### src/rtl/register_file_16bit_pkg.sv
// rtl/register_file_16bit_pkg.sv - shared constants for the 16-bit register file
package register_file_16bit_pkg;

  localparam int W  = 16;
  localparam int AW = 2;

  localparam logic [AW-1:0] R0 = 2'd0;
  localparam logic [AW-1:0] R1 = 2'd1;
  localparam logic [AW-1:0] R2 = 2'd2;
  localparam logic [AW-1:0] R3 = 2'd3;

  localparam logic [W-1:0] ZERO16 = 16'd0;

endpackage

### src/rtl/register_file_16bit_mux2ne1.sv
// rtl/register_file_16bit_mux2ne1.sv - 16-bit 2:1 mux used for read-port bypass
//   d0 : selected when s = 0 (stored register value)
//   d1 : selected when s = 1 (in-flight write data)
//   s  : select
//   y  : mux output
module mux2ne1_16bit
  import register_file_16bit_pkg::*;
(
  input  logic [W-1:0] d0,
  input  logic [W-1:0] d1,
  input  logic         s,
  output logic [W-1:0] y
);

  assign y = s ? d1 : d0;

endmodule

### src/rtl/register_file_16bit.sv
// rtl/register_file_16bit.sv - 2R/1W register file, R0 hardwired to zero, optional bypass
//   Clock     : rising-edge datapath clock
//   Reset     : asynchronous active-low reset
//   RegWrite  : write enable
//   WriteAddr : destination register
//   WriteData : write-back value
//   ReadAddr1 : source register 1 -> ReadData1 (ALU operand A)
//   ReadAddr2 : source register 2 -> ReadData2 (ALU-source mux input 0)
//   DbgAddr   : debug read address -> DbgData (stored value, never bypassed)
//   Written   : bit i set once register i has been written since reset
module register_file_16bit #(
  parameter int W      = register_file_16bit_pkg::W,
  parameter int AW     = register_file_16bit_pkg::AW,
  parameter int NREG   = 4,
  parameter bit BYPASS = 1'b1
) (
  input  logic            Clock,
  input  logic            Reset,
  input  logic            RegWrite,
  input  logic [AW-1:0]   WriteAddr,
  input  logic [W-1:0]    WriteData,
  input  logic [AW-1:0]   ReadAddr1,
  input  logic [AW-1:0]   ReadAddr2,
  output logic [W-1:0]    ReadData1,
  output logic [W-1:0]    ReadData2,
  input  logic [AW-1:0]   DbgAddr,
  output logic [W-1:0]    DbgData,
  output logic [NREG-1:0] Written
);

  import register_file_16bit_pkg::ZERO16;
  import register_file_16bit_pkg::R0;

  // Entry 0 exists only to keep indexing uniform; it is never loaded.
  logic [W-1:0]    regs_q [NREG];
  logic [W-1:0]    regs_d [NREG];
  logic [NREG-1:0] written_q;
  logic [NREG-1:0] written_d;

  logic [W-1:0] stored1;
  logic [W-1:0] stored2;
  logic [W-1:0] stored_dbg;
  logic         hit1;
  logic         hit2;
  logic         sel1;
  logic         sel2;

  // True for an address that maps onto a real, writable register.
  function automatic logic addr_live(input logic [AW-1:0] a);
    return (a != R0) && (int'(a) < NREG);
  endfunction

  always_comb begin
    for (int i = 0; i < NREG; i++) begin
      regs_d[i] = regs_q[i];
    end
    written_d = written_q;
    for (int i = 1; i < NREG; i++) begin
      if (RegWrite && (int'(WriteAddr) == i)) begin
        regs_d[i]    = WriteData;
        written_d[i] = 1'b1;
      end
    end
    regs_d[0]    = ZERO16;
    written_d[0] = 1'b0;
  end

  always_ff @(posedge Clock or negedge Reset) begin
    if (!Reset) begin
      for (int i = 0; i < NREG; i++) begin
        regs_q[i] <= ZERO16;
      end
      written_q <= '0;
    end else begin
      for (int i = 0; i < NREG; i++) begin
        regs_q[i] <= regs_d[i];
      end
      written_q <= written_d;
    end
  end

  // Address 0 and unimplemented addresses fall through to zero.
  always_comb begin
    stored1    = ZERO16;
    stored2    = ZERO16;
    stored_dbg = ZERO16;
    for (int i = 1; i < NREG; i++) begin
      if (int'(ReadAddr1) == i) stored1    = regs_q[i];
      if (int'(ReadAddr2) == i) stored2    = regs_q[i];
      if (int'(DbgAddr) == i)   stored_dbg = regs_q[i];
    end
  end

  // Reset gates the bypass so every read output is zero while Reset is low.
  assign hit1 = Reset & RegWrite & (ReadAddr1 == WriteAddr) & addr_live(ReadAddr1);
  assign hit2 = Reset & RegWrite & (ReadAddr2 == WriteAddr) & addr_live(ReadAddr2);
  assign sel1 = BYPASS ? hit1 : 1'b0;
  assign sel2 = BYPASS ? hit2 : 1'b0;

  mux2ne1_16bit u_rd1_mux (
    .d0 (stored1),
    .d1 (WriteData),
    .s  (sel1),
    .y  (ReadData1)
  );

  mux2ne1_16bit u_rd2_mux (
    .d0 (stored2),
    .d1 (WriteData),
    .s  (sel2),
    .y  (ReadData2)
  );

  assign DbgData = stored_dbg;
  assign Written = written_q;

endmodule

### config.mk
export PLATFORM = sky130hd
export DESIGN_NAME = register_file_16bit
export DESIGN_NICKNAME = d
export VERILOG_FILES = /design/src/rtl/register_file_16bit_pkg.sv /design/src/rtl/register_file_16bit_mux2ne1.sv /design/src/rtl/register_file_16bit.sv
export SDC_FILE = /design/constraint.sdc
export NUM_CORES = 1
export LEC_CHECK = 0
export ABC_AREA = 1
export CORE_MARGIN = 2
export CORE_UTILIZATION = 30
export DETAILED_ROUTE_END_ITERATION = 10
export PLACE_DENSITY = 0.59
export SLEW_MARGIN = 20
export SYNTH_ARGS = -nofsm -noshare
export SYNTH_HDL_FRONTEND = slang
export SYNTH_HIERARCHICAL = 1
export SYNTH_SLANG_ARGS = --single-unit
### constraint.sdc
create_clock -name Clock -period 1.2 [get_ports Clock]
set_input_delay 0.24 -clock Clock [delete_from_list [all_inputs] [get_ports Clock]]
set_output_delay 0.24 -clock Clock [all_outputs]
set_load 0.02 [all_outputs]
==> impl_metrics.tcl, run 1 <==
set metrics [dict create \
    stdcell_area_sq_mm 0.00639 \
    rsz0062_at_grt "true" \
    final_common_cell "nand2_1" \
    drtPass1Iterations 5 \
    max_stage_delay_ns 0.20 \
    maxCapViolCount 0 \
    period_needed_ns 1.57 \
    p_per_area_mw_per_mm2 1110 \
    dieArea_sq_mm 0.0129 \
    rrSetupSlack_ns 0.30 \
    worst_path_max_delay_cell "buf_12" \
    diodes 0 \
    r2r_start "regs_q[37]" \
    worst_slack_ns -0.372 \
    io_pins 79 \
    syn_inst 523 \
    utilization 0.538 \
    ant_nets 0 \
    failed_checks "negative setup slack" \
    yosys.area.top_type "dfrtp_1" \
    hold_path_class "in -> async" \
    fp.coreArea_sq_mm 0.0119 \
    finalMaxSlewViolations 0 \
    fmax_ghz 0.636 \
    synth_enable_flop_cells 0 \
    path_max_fanout 8 \
    clkTransAtPathRegs_ns 0.06 \
    hpwlAfterDp_um 8590 \
    htreeDepth 2 \
    final_cell_mix "nand2_1, buf_6, nand2_4" \
    drt_iter0_drc 259 \
    required_ns 0.96 \
    synth_area_sq_mm 0.00361 \
    initial_core_util 0.304 \
    area_growth_pct 77.0 \
    placed_area_sq_mm 0.00535 \
    clk_latency_ns 0.29 \
    cp-end-kind "output port" \
    finalNetCount 690 \
    syn_area_per_cell_sq_um 6.90 \
    ys_warn_count 6 \
    cts_sinks 51 \
    synth_nets 550 \
    drc 0 \
    status "complete, but fails checks" \
    synth_top_area_share 0.354 \
    max_slew_margin 0.560 \
    critical_path.cell_chain "buf_12 > nand2_8 > a21oi_4 > nand2_2 > nor2_4 > buf_12 > clkinv_16 > nand2_8 > nand2_4 > buf_6" \
    grt_max_degree 52 \
    synth_area_leaders "dfrtp_1, nand2_1, o21ai_2" \
    ir_worst_vdd_mv 0.538 \
    finalSetupViolations 48 \
    die_y_um 114 \
    reg2reg_depth 4 \
    arrival_ns 1.33 \
    cts_tree "yes" \
    worstMarginPinSlew_ns 0.660 \
    finalClockSkew_ns 0 \
    antenna_found_initial 0 \
    cts_buffer_depth 2 \
    synth_flop_cell "dfrtp_1" \
    wirelength_um 13100 \
    grt_pass1_vias 4041 \
    grt_usage 0.209 \
    ys_ff_latch 51 \
    cts_buffers 5 \
    p_leak_uw 0.00327 \
    async_reset_ff_frac 1.00 \
    gr-total-overflow 0 \
    path_class "in -> out" \
    seq_area_frac_synth 0.354 \
    via_per_inst 4.92 \
    grt_pass1_wl_um 21100 \
    yosysUniqueCellTypes 18 \
    path_buf_inv 4 \
    postCtsHoldBufs 0 \
    finalCritPeriodShare 1.31 \
    p_total_uw 7080 \
    crit_path_start_kind "primary input" \
    clock-root-buffer "clkbuf_16" \
    wl_per_cell_um 16.2 \
    rows 40 \
    cp_top_family "buffers and inverters" \
    place_congestion 0.834 \
    r2r_end "regs_q[37]" \
    io_buffers 77 \
    die_x_um 114 \
    drive_above_1_share 0.535 \
    final_hold_viol_count 0 \
    vias 3992 \
]
==> per-stage QoR <==
step	TNS (ns)	std cells	hold slack [ns]	worst slack (ns)
after floorplan	-0.739	523	-0.0556	-0.0451
after global placement	-75.48	793	0.451	-1.36
after detailed placement	-76.53	793	0.453	-1.41
after CTS	-12.92	809	0.204	-0.373
after global routing	-14.55	811	0.158	-0.422
final	-12.39	811	0.107	-0.372
==> how the worst max path moves through the flow <==
stage	cells past startpoint	start	end
6_report	10	Reset	ReadData2[13]
5_1_grt	10	WriteAddr[1]	ReadData2[13]
4_1_cts	11	WriteAddr[1]	ReadData2[12]
3_5_place_dp	11	WriteAddr[1]	ReadData2[13]
3_3_place_gp	11	WriteAddr[1]	ReadData2[13]
2_1_floorplan	9	WriteAddr[1]	ReadData2[10]
==> cell usage after synthesis, types with 3 or more instances <==
| master | number |
|---|---|
| o21ai_2 | 36 |
| dfrtp_1 | 51 |
| buf_4 | 7 |
| a21oi_1 | 4 |
| buf_12 | 3 |
| buf_6 | 13 |
| nor2_4 | 6 |
| nand2_2 | 11 |
| nand3_1 | 48 |
| nand2_1 | 292 |
| nand3_4 | 3 |
| o21ai_1 | 12 |
| inv_1 | 22 |
| inv_2 | 8 |
==> report_power, final <==
part | internal, uW | switching [uW]
Sequential | 1980 | 313
Clock | 1040 | 626
Combinational | 1530 | 1600
==> metal layers <==
| layer | GRT usage | up-vias | part of all wire |
|---|---|---|---|
| met3 | 0.0255 | 35 | 0.048 |
| met1 | 0.260 | 1897 | 0.40 |
| met4 | 0.0911 | 0 | 0.038 |
| li1 | - | 1921 | - |
| met5 | 0 | - | 0 |
| met2 | 0.367 | 139 | 0.51 |
==> flip-flops by register name, indices dropped and copies added, names as in the netlist <==
register,flops
Written,3
regs_q,48
==> layout make-up <==
| class | count | area [sq um] |
|---|---|---|
| tap | 147 | 184 |
| timing repair buffer | 157 | 1780 |
| sequential | 51 | 1280 |
| fill | 1062 | 5480 |
| multi-input combinational | 415 | 2770 |
| timing repair inverter | 1 | 20.0 |
| inverter | 32 | 179 |
| clock inverter | 2 | 35.0 |
| clock buffer | 6 | 139 |
==> cell families after synthesis <==
family	after synthesis	share of synthesized area
other cells	1	0.00104
buf+inv	57	0.111
simple gates	362	0.425
flops	51	0.354
compound gates	52	0.110
==> what timing repair did <==
action	in CTS	in global routing
gates resized for setup	457	77
buffers inserted	5	6
pin swaps	45	34
setup endpoints to repair	99	48
gates cloned	3	0
Power figures use the tool's default switching activity.
==> run 2, diff against run 1 <==
CORE_MARGIN = 5   (was 2)
==> impl_metrics.tcl, run 2 (synthesis results as in run 1) <==
set metrics [dict create \
    drc 0 \
    status "complete, but fails checks" \
    drt_iter0_drc 290 \
    io_pins 79 \
    final_common_cell "nand2_1" \
    required_ns 0.96 \
    cts_sinks 51 \
    place_congestion 0.865 \
    finalNetCount 705 \
    hold_path_class "in -> async" \
    grt_max_degree 52 \
    critical_path.cell_chain "buf_12 > nand2_8 > a21oi_4 > nand2_2 > nor2_4 > buf_12 > clkinv_16 > nand2_4 > nand2_2 > buf_6" \
    utilization 0.562 \
    hold-worst-slack_ns 0.102 \
    vias 4220 \
    clock-root-buffer "clkbuf_16" \
    die_x_um 120 \
    tns_ns -13.09 \
    drtPass1Iterations 5 \
    path_max_fanout 8 \
    grt_pass1_wl_um 22300 \
    antenna_found_initial 0 \
    grt_pass1_vias 4093 \
    p_per_area_mw_per_mm2 1060 \
    placed_cells 795 \
    crit_path_start_kind "primary input" \
    cts_tree "yes" \
    final_hold_viol_count 0 \
    finalMaxSlewViolations 0 \
    htreeDepth 2 \
    fmax_ghz 0.629 \
    cp-end-kind "output port" \
    wirelength_um 14600 \
    finalClockSkew_ns 0 \
    rows 40 \
    drive_above_1_share 0.579 \
    initial_core_util 0.303 \
    max_stage_delay_ns 0.21 \
    final_cell_mix "nand2_1, buf_6, nand2_4" \
    cts_buffers 5 \
    gr-total-overflow 0 \
    io_buffers 77 \
    clk_latency_ns 0.28 \
    final_cell_count_no_fill 826 \
    die_y_um 120 \
    area_growth_pct 85.5 \
    diodes 0 \
    ant_nets 0 \
    fp.coreArea_sq_mm 0.0119 \
    worstMarginPinSlew_ns 0.680 \
    failed_checks "negative setup slack" \
    rsz0062_at_grt "true" \
    ir_worst_vdd_mv 0.670 \
    hpwlAfterDp_um 8980 \
    worst_slack_ns -0.390 \
    path_class "in -> out" \
    via_per_inst 5.11 \
    worst_path_max_delay_cell "buf_12" \
    cts_buffer_depth 2 \
    largest_reg_flops 48 \
    dieArea_sq_mm 0.0143 \
    p_leak_uw 0.00335 \
    top_register "regs_q" \
    clkTransAtPathRegs_ns 0.07 \
    grt_usage 0.197 \
    arrival_ns 1.35 \
    period_needed_ns 1.59 \
    finalSetupViolations 48 \
    wl_per_cell_um 17.6 \
    max_slew_margin 0.547 \
    maxCapViolCount 0 \
    finalCritPeriodShare 1.33 \
]
## run 2: worst paths after layout
check,slack (ns),cells after the start,to,start
min in group Clock,0.46,2,Written[1],Written[1]
max,-0.39,10,ReadData2[1],Reset
min,0.10,2,regs_q[38],Reset
min reg2reg,0.46,2,Written[1],Written[1]
max reg2reg,0.27,4,regs_q[0],regs_q[0]
max in group asynchronous,0.59,2,regs_q[14],Reset
## run 2: cell type report
type	count	area [sq um]
Sequential cell	51	1280
Clock buffer	5	125
Tap cell	147	184
Clock inverter	3	25.0
Multi-Input combinational cell	415	2870
Timing Repair inverter	2	40.0
Timing Repair Buffer	171	1960
Fill cell	1003	5220
Inverter	32	205
## run 2: timing repair
| item | 4_1_cts | 5_1_grt |
|---|---|---|
| hold endpoints to repair | 0 | 0 |
| pin swaps | 60 | 31 |
| gates resized for setup | 496 | 87 |
| setup endpoints to repair | 99 | 50 |
| hold buffers | 0 | 0 |
| buffers inserted | 15 | 3 |
| cloned | 7 | 1 |
## run 2: worst max-delay path, delay by kind of cell
family	cells	cell delay (ns)
AO/OA/AOI/OAI	1	0.11
buffers and inverters	4	0.55
AND/OR/NAND/NOR	5	0.43
## run 2: where the power goes
group	switching, uW	internal (uW)
combinational	1690	1650
sequential	323	1980
clock	665	781
total	2670	4410
## run 2: metrics by stage
| step | setup WS, ns | instance area (sq um) | total power (uW) |
|---|---|---|---|
| after detailed placement | -1.41 | 5370 | 4910 |
| final | -0.390 | 6690 | 7090 |
| after global routing | -0.430 | 6690 | 7440 |
| after floorplan | -0.0451 | 3940 | 3660 |
| after global placement | -1.38 | 5370 | 4860 |
| after CTS | -0.380 | 6380 | 6890 |
## run 2: per-layer routing
metal | wire, um | part of all wire | vias to the layer above | GRT usage
met2 | 7450 | 0.51 | 171 | 0.351
met3 | 892 | 0.061 | 26 | 0.0335
met5 | 0 | 0 | - | 0
met4 | 376 | 0.026 | 0 | 0.0558
li1 | - | - | 1952 | -
met1 | 5850 | 0.40 | 2071 | 0.244
